## src/rtl/sgmii_link_pkg.sv

```systemverilog
// sgmii_link_pkg: shared states, status_vector bit positions and speed codes for the SGMII link manager.
package sgmii_link_pkg;
    typedef enum logic [1:0] {ST_RESTART, ST_AN_WAIT, ST_LINK_UP, ST_LINK_DOWN} state_e;
    localparam int SV_LINK     = 0;
    localparam int SV_SYNC     = 1;
    localparam int SV_SPEED_LO = 10;
    localparam int SV_SPEED_HI = 11;
    localparam int SV_DUPLEX   = 12;
    localparam logic [1:0] SPEED_10   = 2'b00;
    localparam logic [1:0] SPEED_100  = 2'b01;
    localparam logic [1:0] SPEED_1G   = 2'b10;
    localparam logic [1:0] SPEED_RSVD = 2'b11;
    localparam logic [4:0] CFG_VECTOR_AN = 5'b10000;
endpackage

```

## src/rtl/sgmii_link_ctrl_if.sv

```systemverilog
// sgmii_link_ctrl_if: PCS/PMA control/status and MAC gating signals of the SGMII link manager.
interface sgmii_link_ctrl_if;
    logic [15:0] status_vector;
    logic        an_interrupt;
    logic        force_restart;
    logic [4:0]  configuration_vector;
    logic        an_restart_config;
    logic        speed_is_10_100;
    logic        speed_is_100;
    logic        mac_enable;
    logic        link_up;
    logic [1:0]  link_speed;
    logic        link_event;
    logic [15:0] link_up_count;
    logic [15:0] an_timeout_count;
    modport master (
        input  status_vector, an_interrupt, force_restart,
        output configuration_vector, an_restart_config, speed_is_10_100, speed_is_100,
               mac_enable, link_up, link_speed, link_event, link_up_count, an_timeout_count
    );
    modport slave (
        output status_vector, an_interrupt, force_restart,
        input  configuration_vector, an_restart_config, speed_is_10_100, speed_is_100,
               mac_enable, link_up, link_speed, link_event, link_up_count, an_timeout_count
    );
endinterface

```

## src/rtl/sgmii_link_debounce.sv

```systemverilog
// sgmii_link_debounce: reports when i_in has been seen unchanged for CYCLES consecutive edges.
module sgmii_link_debounce #(
    parameter int CYCLES = 1250
) (
    input  logic i_clock,
    input  logic i_reset,
    input  logic i_in,
    input  logic i_clear,
    output logic o_stable,
    output logic o_value
);
    localparam int W = $clog2(CYCLES + 1);
    logic [W-1:0] r_cnt;
    logic         r_prev;
    always_ff @(posedge i_clock) begin
        if (i_reset) begin
            r_cnt  <= '0;
            r_prev <= 1'b0;
        end else begin
            r_prev <= i_in;
            if (i_clear || i_in != r_prev) r_cnt <= '0;
            else if (r_cnt != W'(CYCLES - 1)) r_cnt <= r_cnt + 1'b1;
        end
    end
    assign o_stable = r_cnt == W'(CYCLES - 1);
    assign o_value  = r_prev;
endmodule

```

## src/rtl/sgmii_link_ctrl.sv

```systemverilog
// sgmii_link_ctrl: auto-negotiation sequencer, link debounce and MAC gating for the SGMII path.
// Define SGMII_LINK_STATS_EN to build the link-up / AN-timeout statistics counters.
module sgmii_link_ctrl
    import sgmii_link_pkg::*;
#(
    parameter int AN_TIMEOUT_CYCLES    = 12500000,
    parameter int DEBOUNCE_CYCLES      = 1250,
    parameter int RESTART_PULSE_CYCLES = 4
) (
    input logic i_clock,
    input logic i_reset,
    sgmii_link_ctrl_if.master io_link
);
    localparam int TW = $clog2(AN_TIMEOUT_CYCLES + 1);
    localparam int PW = $clog2(RESTART_PULSE_CYCLES + 1);
    state_e        r_state, w_next;
    logic [TW-1:0] r_tcnt;
    logic [PW-1:0] r_pcnt;
    logic [1:0]    r_speed, w_sv_speed;
    logic r_an_int_d, r_restart, r_link_up, r_event, r_s10_100, r_s100;
    logic w_good, w_good_stable, w_good_val, w_spd_stable, w_spd_val, w_an_rise, w_enter_up;
    logic w_unused;
    assign w_sv_speed = io_link.status_vector[SV_SPEED_HI:SV_SPEED_LO];
    assign w_good     = io_link.status_vector[SV_LINK] & io_link.status_vector[SV_SYNC]
                      & (w_sv_speed != SPEED_RSVD) & io_link.status_vector[SV_DUPLEX];
    assign w_an_rise  = io_link.an_interrupt & ~r_an_int_d;
    assign w_enter_up = w_next == ST_LINK_UP && r_state != ST_LINK_UP;
    assign w_unused   = ^{io_link.status_vector[15:13], io_link.status_vector[9:2]};
    sgmii_link_debounce #(.CYCLES(DEBOUNCE_CYCLES)) u_good_db (
        .i_clock(i_clock), .i_reset(i_reset), .i_in(w_good), .i_clear(r_state == ST_RESTART),
        .o_stable(w_good_stable), .o_value(w_good_val)
    );
    sgmii_link_debounce #(.CYCLES(DEBOUNCE_CYCLES)) u_speed_db (
        .i_clock(i_clock), .i_reset(i_reset), .i_in(w_sv_speed != r_speed),
        .i_clear(r_state != ST_LINK_UP), .o_stable(w_spd_stable), .o_value(w_spd_val)
    );
    // The pulse counter only advances once the restart output is high, so a reset
    // exit and a re-entry both give exactly RESTART_PULSE_CYCLES of pulse.
    always_comb begin
        w_next = r_state;
        if (io_link.force_restart) w_next = ST_RESTART;
        else case (r_state)
            ST_RESTART: w_next = (r_restart && r_pcnt == PW'(RESTART_PULSE_CYCLES - 1)) ? ST_AN_WAIT : ST_RESTART;
            ST_AN_WAIT: w_next = (w_good_stable && w_good_val) ? ST_LINK_UP :
                                 (r_tcnt == TW'(AN_TIMEOUT_CYCLES) && !w_an_rise) ? ST_RESTART : ST_AN_WAIT;
            ST_LINK_UP: w_next = ((w_good_stable && !w_good_val) || (w_spd_stable && w_spd_val)) ? ST_LINK_DOWN : ST_LINK_UP;
            default:    w_next = ST_RESTART;
        endcase
    end
    always_ff @(posedge i_clock) begin
        if (i_reset) begin
            r_state    <= ST_RESTART;
            r_pcnt     <= '0;
            r_tcnt     <= '0;
            r_an_int_d <= 1'b0;
            r_restart  <= 1'b0;
            r_link_up  <= 1'b0;
            r_event    <= 1'b0;
            r_speed    <= SPEED_1G;
            r_s10_100  <= 1'b0;
            r_s100     <= 1'b0;
        end else begin
            r_state    <= w_next;
            r_an_int_d <= io_link.an_interrupt;
            r_pcnt     <= (r_state == ST_RESTART && w_next == ST_RESTART && r_restart && !io_link.force_restart) ? r_pcnt + 1'b1 : '0;
            r_tcnt     <= (r_state == ST_AN_WAIT && w_next == ST_AN_WAIT && !w_an_rise) ? r_tcnt + 1'b1 : '0;
            r_restart  <= w_next == ST_RESTART;
            r_link_up  <= r_state == ST_LINK_UP && w_next == ST_LINK_UP;
            r_event    <= (r_state == ST_LINK_UP && w_next == ST_LINK_UP) != r_link_up;
            if (w_enter_up) begin
                r_speed   <= w_sv_speed;
                r_s10_100 <= w_sv_speed != SPEED_1G;
                r_s100    <= w_sv_speed == SPEED_100;
            end
        end
    end
    assign io_link.configuration_vector = CFG_VECTOR_AN;
    assign io_link.an_restart_config    = r_restart;
    assign io_link.mac_enable           = r_link_up;
    assign io_link.link_up              = r_link_up;
    assign io_link.link_event           = r_event;
    assign io_link.link_speed           = r_speed;
    assign io_link.speed_is_10_100      = r_s10_100;
    assign io_link.speed_is_100         = r_s100;
`ifdef SGMII_LINK_STATS_EN
    logic [15:0] r_up_cnt, r_to_cnt;
    always_ff @(posedge i_clock) begin
        if (i_reset) begin
            r_up_cnt <= '0;
            r_to_cnt <= '0;
        end else begin
            if (w_enter_up && r_up_cnt != 16'hFFFF) r_up_cnt <= r_up_cnt + 1'b1;
            if (r_state == ST_AN_WAIT && w_next == ST_RESTART && !io_link.force_restart && r_to_cnt != 16'hFFFF)
                r_to_cnt <= r_to_cnt + 1'b1;
        end
    end
    assign io_link.link_up_count    = r_up_cnt;
    assign io_link.an_timeout_count = r_to_cnt;
`else
    assign io_link.link_up_count    = '0;
    assign io_link.an_timeout_count = '0;
`endif
endmodule

```

## src/flat_wrapper.sv

```systemverilog
// flat-port wrapper written by rule: the top's interface ports become plain ports
module sgmii_link_ctrl_flat import sgmii_link_pkg::*;
#(
    parameter int AN_TIMEOUT_CYCLES    = 12500000,
    parameter int DEBOUNCE_CYCLES      = 1250,
    parameter int RESTART_PULSE_CYCLES = 4
)
  (i_clock, i_reset, io_link_status_vector, io_link_an_interrupt, io_link_force_restart, io_link_configuration_vector, io_link_an_restart_config, io_link_speed_is_10_100, io_link_speed_is_100, io_link_mac_enable, io_link_link_up, io_link_link_speed, io_link_link_event, io_link_link_up_count, io_link_an_timeout_count);
  sgmii_link_ctrl_if io_link_i ();
  input logic i_clock;
  input logic i_reset;
  input wire logic [$bits(io_link_i.status_vector)-1:0] io_link_status_vector;
  input wire logic [$bits(io_link_i.an_interrupt)-1:0] io_link_an_interrupt;
  input wire logic [$bits(io_link_i.force_restart)-1:0] io_link_force_restart;
  output wire logic [$bits(io_link_i.configuration_vector)-1:0] io_link_configuration_vector;
  output wire logic [$bits(io_link_i.an_restart_config)-1:0] io_link_an_restart_config;
  output wire logic [$bits(io_link_i.speed_is_10_100)-1:0] io_link_speed_is_10_100;
  output wire logic [$bits(io_link_i.speed_is_100)-1:0] io_link_speed_is_100;
  output wire logic [$bits(io_link_i.mac_enable)-1:0] io_link_mac_enable;
  output wire logic [$bits(io_link_i.link_up)-1:0] io_link_link_up;
  output wire logic [$bits(io_link_i.link_speed)-1:0] io_link_link_speed;
  output wire logic [$bits(io_link_i.link_event)-1:0] io_link_link_event;
  output wire logic [$bits(io_link_i.link_up_count)-1:0] io_link_link_up_count;
  output wire logic [$bits(io_link_i.an_timeout_count)-1:0] io_link_an_timeout_count;
  assign io_link_i.status_vector = io_link_status_vector;
  assign io_link_i.an_interrupt = io_link_an_interrupt;
  assign io_link_i.force_restart = io_link_force_restart;
  assign io_link_configuration_vector = io_link_i.configuration_vector;
  assign io_link_an_restart_config = io_link_i.an_restart_config;
  assign io_link_speed_is_10_100 = io_link_i.speed_is_10_100;
  assign io_link_speed_is_100 = io_link_i.speed_is_100;
  assign io_link_mac_enable = io_link_i.mac_enable;
  assign io_link_link_up = io_link_i.link_up;
  assign io_link_link_speed = io_link_i.link_speed;
  assign io_link_link_event = io_link_i.link_event;
  assign io_link_link_up_count = io_link_i.link_up_count;
  assign io_link_an_timeout_count = io_link_i.an_timeout_count;
  sgmii_link_ctrl #(.AN_TIMEOUT_CYCLES(AN_TIMEOUT_CYCLES), .DEBOUNCE_CYCLES(DEBOUNCE_CYCLES), .RESTART_PULSE_CYCLES(RESTART_PULSE_CYCLES)) u_core (.i_clock(i_clock), .i_reset(i_reset), .io_link(io_link_i));
endmodule
```

## config.mk

```make
export PLATFORM = sky130hd
export DESIGN_NAME = sgmii_link_ctrl_flat
export DESIGN_NICKNAME = d
export VERILOG_FILES = /design/src/rtl/sgmii_link_pkg.sv /design/src/rtl/sgmii_link_ctrl_if.sv /design/src/rtl/sgmii_link_debounce.sv /design/src/rtl/sgmii_link_ctrl.sv /design/src/flat_wrapper.sv
export SDC_FILE = /design/constraint.sdc
export NUM_CORES = 1
export LEC_CHECK = 0
export ABC_CLOCK_PERIOD_IN_PS = 5300
export CORE_MARGIN = 2
export CORE_UTILIZATION = 35
export CTS_CLUSTER_SIZE = 10
export DETAILED_ROUTE_END_ITERATION = 6
export GPL_ROUTABILITY_DRIVEN = 0
export SLEW_MARGIN = 20
export SYNTH_ARGS = -nofsm -noshare
export SYNTH_HDL_FRONTEND = slang
export SYNTH_SLANG_ARGS = --single-unit
```

## constraint.sdc

```tcl
create_clock -name i_clock -period 5.3 [get_ports i_clock]
set_input_delay 0.53 -clock i_clock [delete_from_list [all_inputs] [get_ports i_clock]]
set_output_delay 0.53 -clock i_clock [all_outputs]
set_load 0.02 [all_outputs]
```

# After elaboration in Yosys (flattened, before gate mapping)
# Index checks and enable logic that the tools add are counted.
# W data, S select, Z words.
[totals]
regBits = 61
in_bits = 20
output_inout_bits = 45
wordCells = 73
[classes]
add_sub_neg = 4
eq_ne = 18
n_mux = 6
n_bitwise = 7
n_reduce_logical = 24
[ops]
columns = ["cell", "count"]
rows = [
  ["$add A24 B1 Y24 const B", 1],
  ["$eq A24 B24 Y1 const B", 1],
  ["$add A11 B1 Y11 const B", 2],
  ["$eq A11 B11 Y1 const B", 2],
  ["$ne A11 B11 Y1 const B", 2],
  ["$logic_and A1 B1 Y1", 12],
  ["$reduce_or A2 Y1", 4],
  ["$eq A2 B1 Y1 const B", 3],
  ["$ne A2 B2 Y1 const B", 3],
  ["$pmux W2 S3", 1],
  ["$and A1 B1 Y1", 4],
  ["$eq A2 B2 Y1 const B", 2],
  ["$logic_not A2 Y1", 2],
  ["$mux W2", 2],
  ["$add A3 B1 Y3 const B", 1],
  ["$eq A3 B2 Y1 const B", 1],
  ["$logic_not A1 Y1", 3],
  ["$logic_or A1 B1 Y1", 3],
  ["$mux W1", 3],
  ["$ne A1 B1 Y1", 3],
  ["$not A1 Y1", 3],
  ["$ne A2 B2 Y1", 1],
]

# Logic depth before layout (Yosys ltp)
# Gate-level depths: netlist of run 1.
[logic_depth]
ltp_word = 14
ltp_mapped = 9
ltp_nobuf = 7

# By module
# Synthesis of run 1 repeated with hierarchy kept, for this count alone.
[unflattened]
cells_unflattened = 369
area_unflattened_um2 = 3300.7
[modules_own_cells]
columns = ["mod", "n_inst", "cells_per_inst", "area_per_inst_um2", "seq_area_each_um2"]
rows = [
  ["sgmii_link_ctrl", 1, 235, 2137.0, 740.7],
  ["sgmii_link_debounce", 2, 67, 581.8, 240.2],
]

# Least setup slack after synthesis of run 1
# Ideal clock, no wire load.
[synth_timing]
path_type = "flip-flop to flip-flop"
startpoint = "register u_core.u_good_db.r_cnt[0]"
endpoint = "register u_core.r_tcnt[10]"
setup_ns = 0.130
arrival_ns = 1.803
required_time_ns = 5.170
setup_slack_ns = 3.367
stages_incl_launch_ff = 9
n_path_buf = 2
synth_period_minus_slack_ns = 1.933
cell_sequence = "dfxtp_1 > ha_1 > nor4bb_1 > and3_1 > buf_2 > a21oi_1 > a21oi_2 > buf_6 > nor3_1"
[synth_between]
elab_chain_len = 11
elab_cells_between_ends = 13
cone_classes = "2 x eq/ne; 4 x mux; 1 x bitwise; 6 x reduce/logical"
[synth_rtl]
columns = ["element", "line", "text"]
rows = [
  ["start: declaration", "sgmii_link_debounce.sv:13", "logic [W-1:0] r_cnt;"],
  ["start signal: assignment", "sgmii_link_debounce.sv:22", "else if (r_cnt != W'(CYCLES - 1)) r_cnt <= r_cnt + 1'b1;"],
  ["$eq A11 B11 Y1 (*)", "sgmii_link_debounce.sv:25", "assign o_stable = r_cnt == W'(CYCLES - 1);"],
  ["$logic_and A1 B1 Y1", "sgmii_link_ctrl.sv:46", "ST_LINK_UP: w_next = ((w_good_stable && !w_good_val) || (w_spd_stable && w_spd_val)) ? ST_LINK_DOWN : ST_LINK_ ..."],
  ["$logic_or A1 B1 Y1", "sgmii_link_ctrl.sv:46", ""],
  ["$mux W1", "sgmii_link_ctrl.sv:46", ""],
  ["$pmux W2 S3 (*)", "sgmii_link_ctrl.sv:42", "else case (r_state)"],
  ["$mux W2 (*)", "sgmii_link_ctrl.sv:41", "if (io_link.force_restart) w_next = ST_RESTART;"],
  ["$eq A2 B1 Y1 (*)", "sgmii_link_ctrl.sv:66", "r_tcnt <= (r_state == ST_AN_WAIT && w_next == ST_AN_WAIT && !w_an_rise) ? r_tcnt + 1'b1 : '0;"],
  ["$logic_and A1 B1 Y1 (*) (2 in a row)", "sgmii_link_ctrl.sv:66", ""],
  ["$not A1 Y1 (no source line) (*)", "n/a", ""],
  ["$reduce_or A2 Y1 (no source line) (*)", "n/a", ""],
  ["end signal: assignment", "sgmii_link_ctrl.sv:66", ""],
  ["end: declaration", "sgmii_link_ctrl.sv:17", "logic [TW-1:0] r_tcnt;"],
]
# Every way passes the cells marked *; elsewhere a longest branch is shown, timed or not.
# A chain may end at the register's enable or synchronous reset.

# Worst setup path in the final report of run 1
[layout_timing]
startpoint = "register u_core.u_good_db.r_cnt[0]"
endpoint = "register u_core.r_link_up (netlist: u_core.io_link.link_up)"
[layout_between]
elab_chain_len = 8
elab_cells_between_ends = 10
cone_classes = "2 x eq/ne; 4 x mux; 4 x reduce/logical"
[layout_rtl]
columns = ["element", "line", "text"]
rows = [
  ["$eq A11 B11 Y1 (*)", "sgmii_link_debounce.sv:25", ""],
  ["$logic_and A1 B1 Y1", "sgmii_link_ctrl.sv:46", ""],
  ["$logic_or A1 B1 Y1", "sgmii_link_ctrl.sv:46", ""],
  ["$mux W1", "sgmii_link_ctrl.sv:46", ""],
  ["$pmux W2 S3 (*)", "sgmii_link_ctrl.sv:42", ""],
  ["$mux W2 (*)", "sgmii_link_ctrl.sv:41", ""],
  ["$eq A2 B2 Y1 (*)", "sgmii_link_ctrl.sv:68", "r_link_up <= r_state == ST_LINK_UP && w_next == ST_LINK_UP;"],
  ["$logic_and A1 B1 Y1 (*)", "sgmii_link_ctrl.sv:68", ""],
  ["end signal: assignment", "sgmii_link_ctrl.sv:57", "r_link_up <= 1'b0;"],
  ["end signal: assignment", "sgmii_link_ctrl.sv:68", ""],
  ["end: declaration", "sgmii_link_ctrl.sv:20", "logic r_an_int_d, r_restart, r_link_up, r_event, r_s10_100, r_s100;"],
]
# Marks and branches as above.

==> impl_metrics.env, run 1 <==
export IMPL_diodes=0
export IMPL_grt_first_pass_wirelength_mm=8.93
export IMPL_hpwl_mm=3.68
export IMPL_clockRootBuffer="clkbuf_8"
export IMPL_final_antenna_net_count=0
export IMPL_cts_tree="done"
export IMPL_most_common_layout_cells="61 x dfxtp_1, 38 x nor2_1, 37 x conb_1"
export IMPL_cts_setup_buffers=0
export IMPL_top_layer_used="met4"
export IMPL_cts_resized=0
export IMPL_yosysSeqAreaShare=0.399
export IMPL_cp_required_ps=5590
export IMPL_ys_async_sr_fraction=0
export IMPL_die_area_um2=9510
export IMPL_synth_edf_count=0
export IMPL_die_y_um=97.5
export IMPL_critPathTopFamily="simple AND/OR/NAND/NOR gates"
export IMPL_startpoint_type="flop"
export IMPL_slew_viol_final=0
export IMPL_ys_ff_latch=61
export IMPL_die_w_um=97.5
export IMPL_grt_pass1_vias=2007
export IMPL_port_buffers=16
export IMPL_syn_avg_cell_area_um2=8.77
export IMPL_cp_slowest_cell="a21oi_4"
export IMPL_placed_cell_area_um2=3130
export IMPL_hold_viol=0
export IMPL_cts_buffers=9
export IMPL_grt_max_degree=27
export IMPL_hp_class="reg2reg"
export IMPL_worstPathArrival_ps=2830
export IMPL_area_delta_synth_final_pct=10.2
export IMPL_htree_levels=3
export IMPL_ys_warn_count=0
export IMPL_setup_worst_path_class="reg2reg"
export IMPL_clock_path_buffers=2
export IMPL_drt_iter0_drc=119
export IMPL_antenna_found_initial=0
export IMPL_rows=34
export IMPL_cp_slowest_stage_delay_ps=610
export IMPL_rsz0062_at_grt="no"
export IMPL_fmax_mhz=394
export IMPL_ioPinCount=65
export IMPL_worstSetupEndpointType="flop"
export IMPL_ir_worst_vdd_uv=148
export IMPL_core_area_um2=8590
export IMPL_worst_pin_slew_ps=947
export IMPL_drive_gt1_frac=0.0549
export IMPL_drt_met1_wl_mm=2.50
export IMPL_fin_skew_ps=11.9
export IMPL_dr_wl_met3_um=175
export IMPL_max_cap_violations=0
export IMPL_layout_commonest_cell="dfxtp_1"
export IMPL_synthCells=349
export IMPL_synthDistinctLibCells=41
export IMPL_max_slew_margin=0.364
export IMPL_seq_area_um2=1220
export IMPL_num_vias=2213
export IMPL_setup_viol=0
export IMPL_leakage_uw=0.00121
export IMPL_clock_sinks=61
export IMPL_fin_crit_sh=0.479
export IMPL_finalSetupTns_ps=0
export IMPL_syn_area_um2=3060
export IMPL_wl_per_cell_um=11.3
export IMPL_start_util=0.356
export IMPL_multi_input_area_um2=1600
export IMPL_avgViaCountPerCell=4.69
export IMPL_grt_usage=0.114
export IMPL_nFillCells=871
export IMPL_final_cell_area_um2=3370
export IMPL_clk_pin_slew_ps=80
export IMPL_powerDensity_nw_per_um2=288
export IMPL_synth_flop_cell="dfxtp_1"
export IMPL_cp_num_buf_inv=0
export IMPL_dr_pass1_iters=4
export IMPL_worstPathCellList="ha_1 > nor4bb_1 > and3_1 > a21oi_1 > a21oi_4 > and3_2"
export IMPL_finalCriticalPeriod_ps=2540
export IMPL_cp_max_fo=26
export IMPL_clock_latency_ps=340
export IMPL_grt_overflow=0
export IMPL_status="completed"
export IMPL_routed_wl_mm=5.33
export IMPL_cts_hold_buf=0
export IMPL_dr_wl_met2_mm=2.55
export IMPL_drc=0
export IMPL_finalNetCount=387
## area by class of cell
| class | instances | share of cell area |
|---|---|---|
| clock buffer | 10 | 0.0408 |
| clock inverter | 6 | 0.0278 |
| inverter | 7 | 0.00779 |
| multi-input combinational | 264 | 0.474 |
| sequential | 61 | 0.362 |
| tap | 108 | 0.0401 |
| timing repair buffer | 16 | 0.0475 |
## cell families after synthesis
| logic type | after synthesis | share of synthesized area |
|---|---|---|
| AND/OR/NAND/NOR | 159 | 0.273 |
| other | 2 | 0.00245 |
| XOR/XNOR | 47 | 0.134 |
| buffers and inverters | 59 | 0.124 |
| AO/OA/AOI/OAI | 11 | 0.0274 |
| multiplexers | 2 | 0.00654 |
| flip-flops | 61 | 0.399 |
| adder cells (fa/ha/maj) | 8 | 0.0327 |
## report_power, final
group / leakage (uW) / switching [uW] / internal, uW / total, uW
combinational: 0.000602 / 31.1 / 9.29 / 40.4
clock: 0.000113 / 188 / 280 / 469
sequential: 0.000492 / 1.37 / 460 / 461
## cells in the mapped netlist (all sizes together), types with 7 or more instances
cell type / number / area share
xor2: 33 / 0.094
dfxtp: 61 / 0.40
buf: 42 / 0.10
ha: 8 / 0.033
nor2: 38 / 0.047
inv: 7 / 0.0086
clkbuf: 10 / 0.012
xnor2: 14 / 0.040
nor3: 35 / 0.057
nand3: 17 / 0.028
nand2: 17 / 0.021
nand4: 13 / 0.027
and3: 11 / 0.023
## through the flow
step,util,instances,hold WS [ps],worst slack (ps),power (uW)
2_1_floorplan,-,384,405,3370,523
3_3_place_gp,0.365,456,423,2400,512
3_5_place_dp,0.365,456,425,2370,512
4_1_cts,0.392,472,434,2350,986
5_1_grt,0.393,472,446,2510,1010
6_report,0.393,472,431,2760,971
## worst paths after layout
check                                          startpoint  slack, ps                     end  cells after the start
worst max register to register  u_core.u_good_db.r_cnt[0]       2760  u_core.io_link.link_up                      6
worst max-delay path            u_core.u_good_db.r_cnt[0]       2760  u_core.io_link.link_up                      6
worst min-delay path                     u_core.r_pcnt[0]        430        u_core.r_pcnt[0]                      1
worst min register to register           u_core.r_pcnt[0]        430        u_core.r_pcnt[0]                      1
## layer usage
layer / vias up / GRT usage
li1: 1136 / -
met3: 9 / 0.0237
met2: 43 / 0.181
met5: - / 0
met4: 0 / 0.0673
met1: 1025 / 0.143
## state kept, by name, indices dropped and copies added (netlist names)
register and flops:
u_core.io_link.an_restart_config 1, u_core.io_link.link_event 1, u_core.io_link.link_speed 2, u_core.io_link.link_up 1, u_core.io_link.speed_is_100 1, u_core.io_link.speed_is_10_100 1
u_core.r_an_int_d 1, u_core.r_pcnt 3, u_core.r_state 2, u_core.r_tcnt 24, u_core.u_good_db.o_value 1, u_core.u_good_db.r_cnt 11
u_core.u_speed_db.o_value 1, u_core.u_speed_db.r_cnt 11
Power figures use the tool's default switching activity.
==> run 2: changes to the inputs <==
--- a/config.mk
+++ b/config.mk
@@ -5,7 +5,7 @@
 export SDC_FILE = /design/constraint.sdc
 export NUM_CORES = 1
 export LEC_CHECK = 0
-export ABC_CLOCK_PERIOD_IN_PS = 5300
+export ABC_CLOCK_PERIOD_IN_PS = 2200
 export CORE_MARGIN = 2
 export CORE_UTILIZATION = 35
 export CTS_CLUSTER_SIZE = 10
==> constraint.sdc (replaced) <==
create_clock -name i_clock -period 2.2 [get_ports i_clock]
set_input_delay 0.22 -clock i_clock [delete_from_list [all_inputs] [get_ports i_clock]]
set_output_delay 0.22 -clock i_clock [all_outputs]
set_load 0.02 [all_outputs]
==> impl_metrics.env, run 2 (synthesized netlist as in run 1, its figures left out) <==
export IMPL_hp_class="reg2reg"
export IMPL_fin_crit_sh=0.916
export IMPL_die_area_um2=9510
export IMPL_cp_required_ps=2400
export IMPL_r2r_start="u_core.r_tcnt[6]"
export IMPL_nFillCells=855
export IMPL_startpoint_type="flop"
export IMPL_finalNetCount=397
export IMPL_rows=34
export IMPL_grt_pass1_vias=2133
export IMPL_avgViaCountPerCell=4.61
export IMPL_worstSetupEndpointType="flop"
export IMPL_top_register="u_core.r_tcnt"
export IMPL_htree_levels=3
export IMPL_hold_viol=0
export IMPL_layout_commonest_cell="dfxtp_1"
export IMPL_drc=0
export IMPL_r2r_end="u_core.r_tcnt[20]"
export IMPL_crit_end="u_core.r_tcnt[20]"
export IMPL_setup_worst_path_class="reg2reg"
export IMPL_seq_area_um2=1220
export IMPL_grt_overflow=0
export IMPL_area_delta_synth_final_pct=12.5
export IMPL_clock_path_buffers=2
export IMPL_final_antenna_net_count=0
export IMPL_status="completed"
export IMPL_core_area_um2=8590
export IMPL_fin_skew_ps=6.84
export IMPL_r2r_slack_ps=180
export IMPL_antenna_found_initial=0
export IMPL_fmax_mhz=496
export IMPL_grt_busiest_layer="met2"
export IMPL_final_core_util=0.401
export IMPL_clk_pin_slew_ps=70
export IMPL_cts_tree="done"
export IMPL_clock_sinks=61
export IMPL_stdcell_count=482
export IMPL_leakage_uw=0.00126
export IMPL_use_met3=0.0252
export IMPL_most_common_layout_cells="61 x dfxtp_1, 38 x nor2_1, 37 x conb_1"
export IMPL_powerDensity_nw_per_um2=668
export IMPL_rr_worst_depth=6
export IMPL_multi_input_area_um2=1590
export IMPL_routed_wl_mm=5.31
export IMPL_finalCriticalPeriod_ps=2020
export IMPL_finalSetupTns_ps=0
export IMPL_slew_viol_final=0
export IMPL_num_vias=2221
export IMPL_drt_iter0_drc=64
export IMPL_grt_usage=0.119
export IMPL_setup_viol=0
export IMPL_hpwl_mm=3.82
export IMPL_top_regs="u_core.r_tcnt x24, u_core.u_good_db.r_cnt x11, u_core.u_speed_db.r_cnt x11"
export IMPL_drive_gt1_frac=0.0802
export IMPL_cts_setup_buffers=0
export IMPL_clock_latency_ps=320
export IMPL_cp_max_fo=24
export IMPL_dp_cells=466
export IMPL_cts_buffers=9
export IMPL_crit_start="u_core.r_tcnt[6]"
export IMPL_clockRootBuffer="clkbuf_8"
export IMPL_port_buffers=16
export IMPL_cts_hold_buf=0
export IMPL_max_cap_violations=0
export IMPL_ir_worst_vdd_uv=318
export IMPL_ioPinCount=65
export IMPL_die_w_um=97.5
export IMPL_grt_use_met2=0.198
export IMPL_dr_pass1_iters=5
export IMPL_die_y_um=97.5
export IMPL_worstPathArrival_ps=2220
export IMPL_grt_max_degree=25
export IMPL_diodes=0
export IMPL_cts_resized=0
export IMPL_rsz0062_at_grt="no"
export IMPL_wl_per_cell_um=11.0
export IMPL_grtUsageMet1=0.145
export IMPL_start_util=0.356
export IMPL_largest_register_ffs=24
export IMPL_grt_first_pass_wirelength_mm=9.39
## run 2: changes by cell type in the layout (fill, tap and decap cells not counted), sizes merged
cell / delta
inv: -1
buf: +10
clkinv: +1
## run 2: worst max-delay path, cell delays in order (launching register included)
cell and delay (ps):
dfxtp_1 350, or4b_1 560, nor4_1 250, nand4_1 200, a21oi_2 270, buf_12 200, nor3_1 70
## run 2: worst min-delay path by stage
stage	startpoint	end	slack, ps	cells after the start
finish	u_core.r_pcnt[0]	u_core.r_pcnt[0]	440	1
detailed placement	u_core.r_pcnt[0]	u_core.r_pcnt[0]	430	1
floorplan	i_reset	u_core.r_an_int_d	290	1
CTS	u_core.r_pcnt[0]	u_core.r_pcnt[0]	440	1
global route	u_core.r_pcnt[0]	u_core.r_pcnt[0]	480	1
global placement	u_core.r_pcnt[0]	u_core.r_pcnt[0]	430	1
## run 2: power breakdown
part | switching [uW] | leakage [uW] | total, uW | internal, uW
combinational | 75.1 | 0.000656 | 101 | 25.9
clock | 424 | 0.000112 | 1090 | 666
sequential | 3.33 | 0.000492 | 1110 | 1110
## run 2: cell type report
class,count,share of cell area
Clock buffer,10,0.0399
Clock inverter,6,0.0251
Inverter,7,0.00763
Multi-Input combinational cell,264,0.462
Sequential cell,61,0.354
Tap cell,108,0.0392
Timing Repair Buffer,26,0.0719
## run 2: metal layers
| metal | vias to the layer above | wire, um |
|---|---|---|
| met2 | 35 | 2560 |
| li1 | 1156 | - |
| met5 | - | 0 |
| met4 | 0 | 85 |
| met3 | 8 | 151 |
| met1 | 1022 | 2510 |
## run 2: stage by stage
step,total power (uW),worst slack (ps),hold slack (ps),instance area [um^2]
2_1_floorplan,1260,267,292,3190
3_3_place_gp,1240,213,429,3220
3_5_place_dp,1240,165,433,3220
4_1_cts,2350,154,442,3450
5_1_grt,2410,17.5,476,3450
6_report,2300,184,436,3450
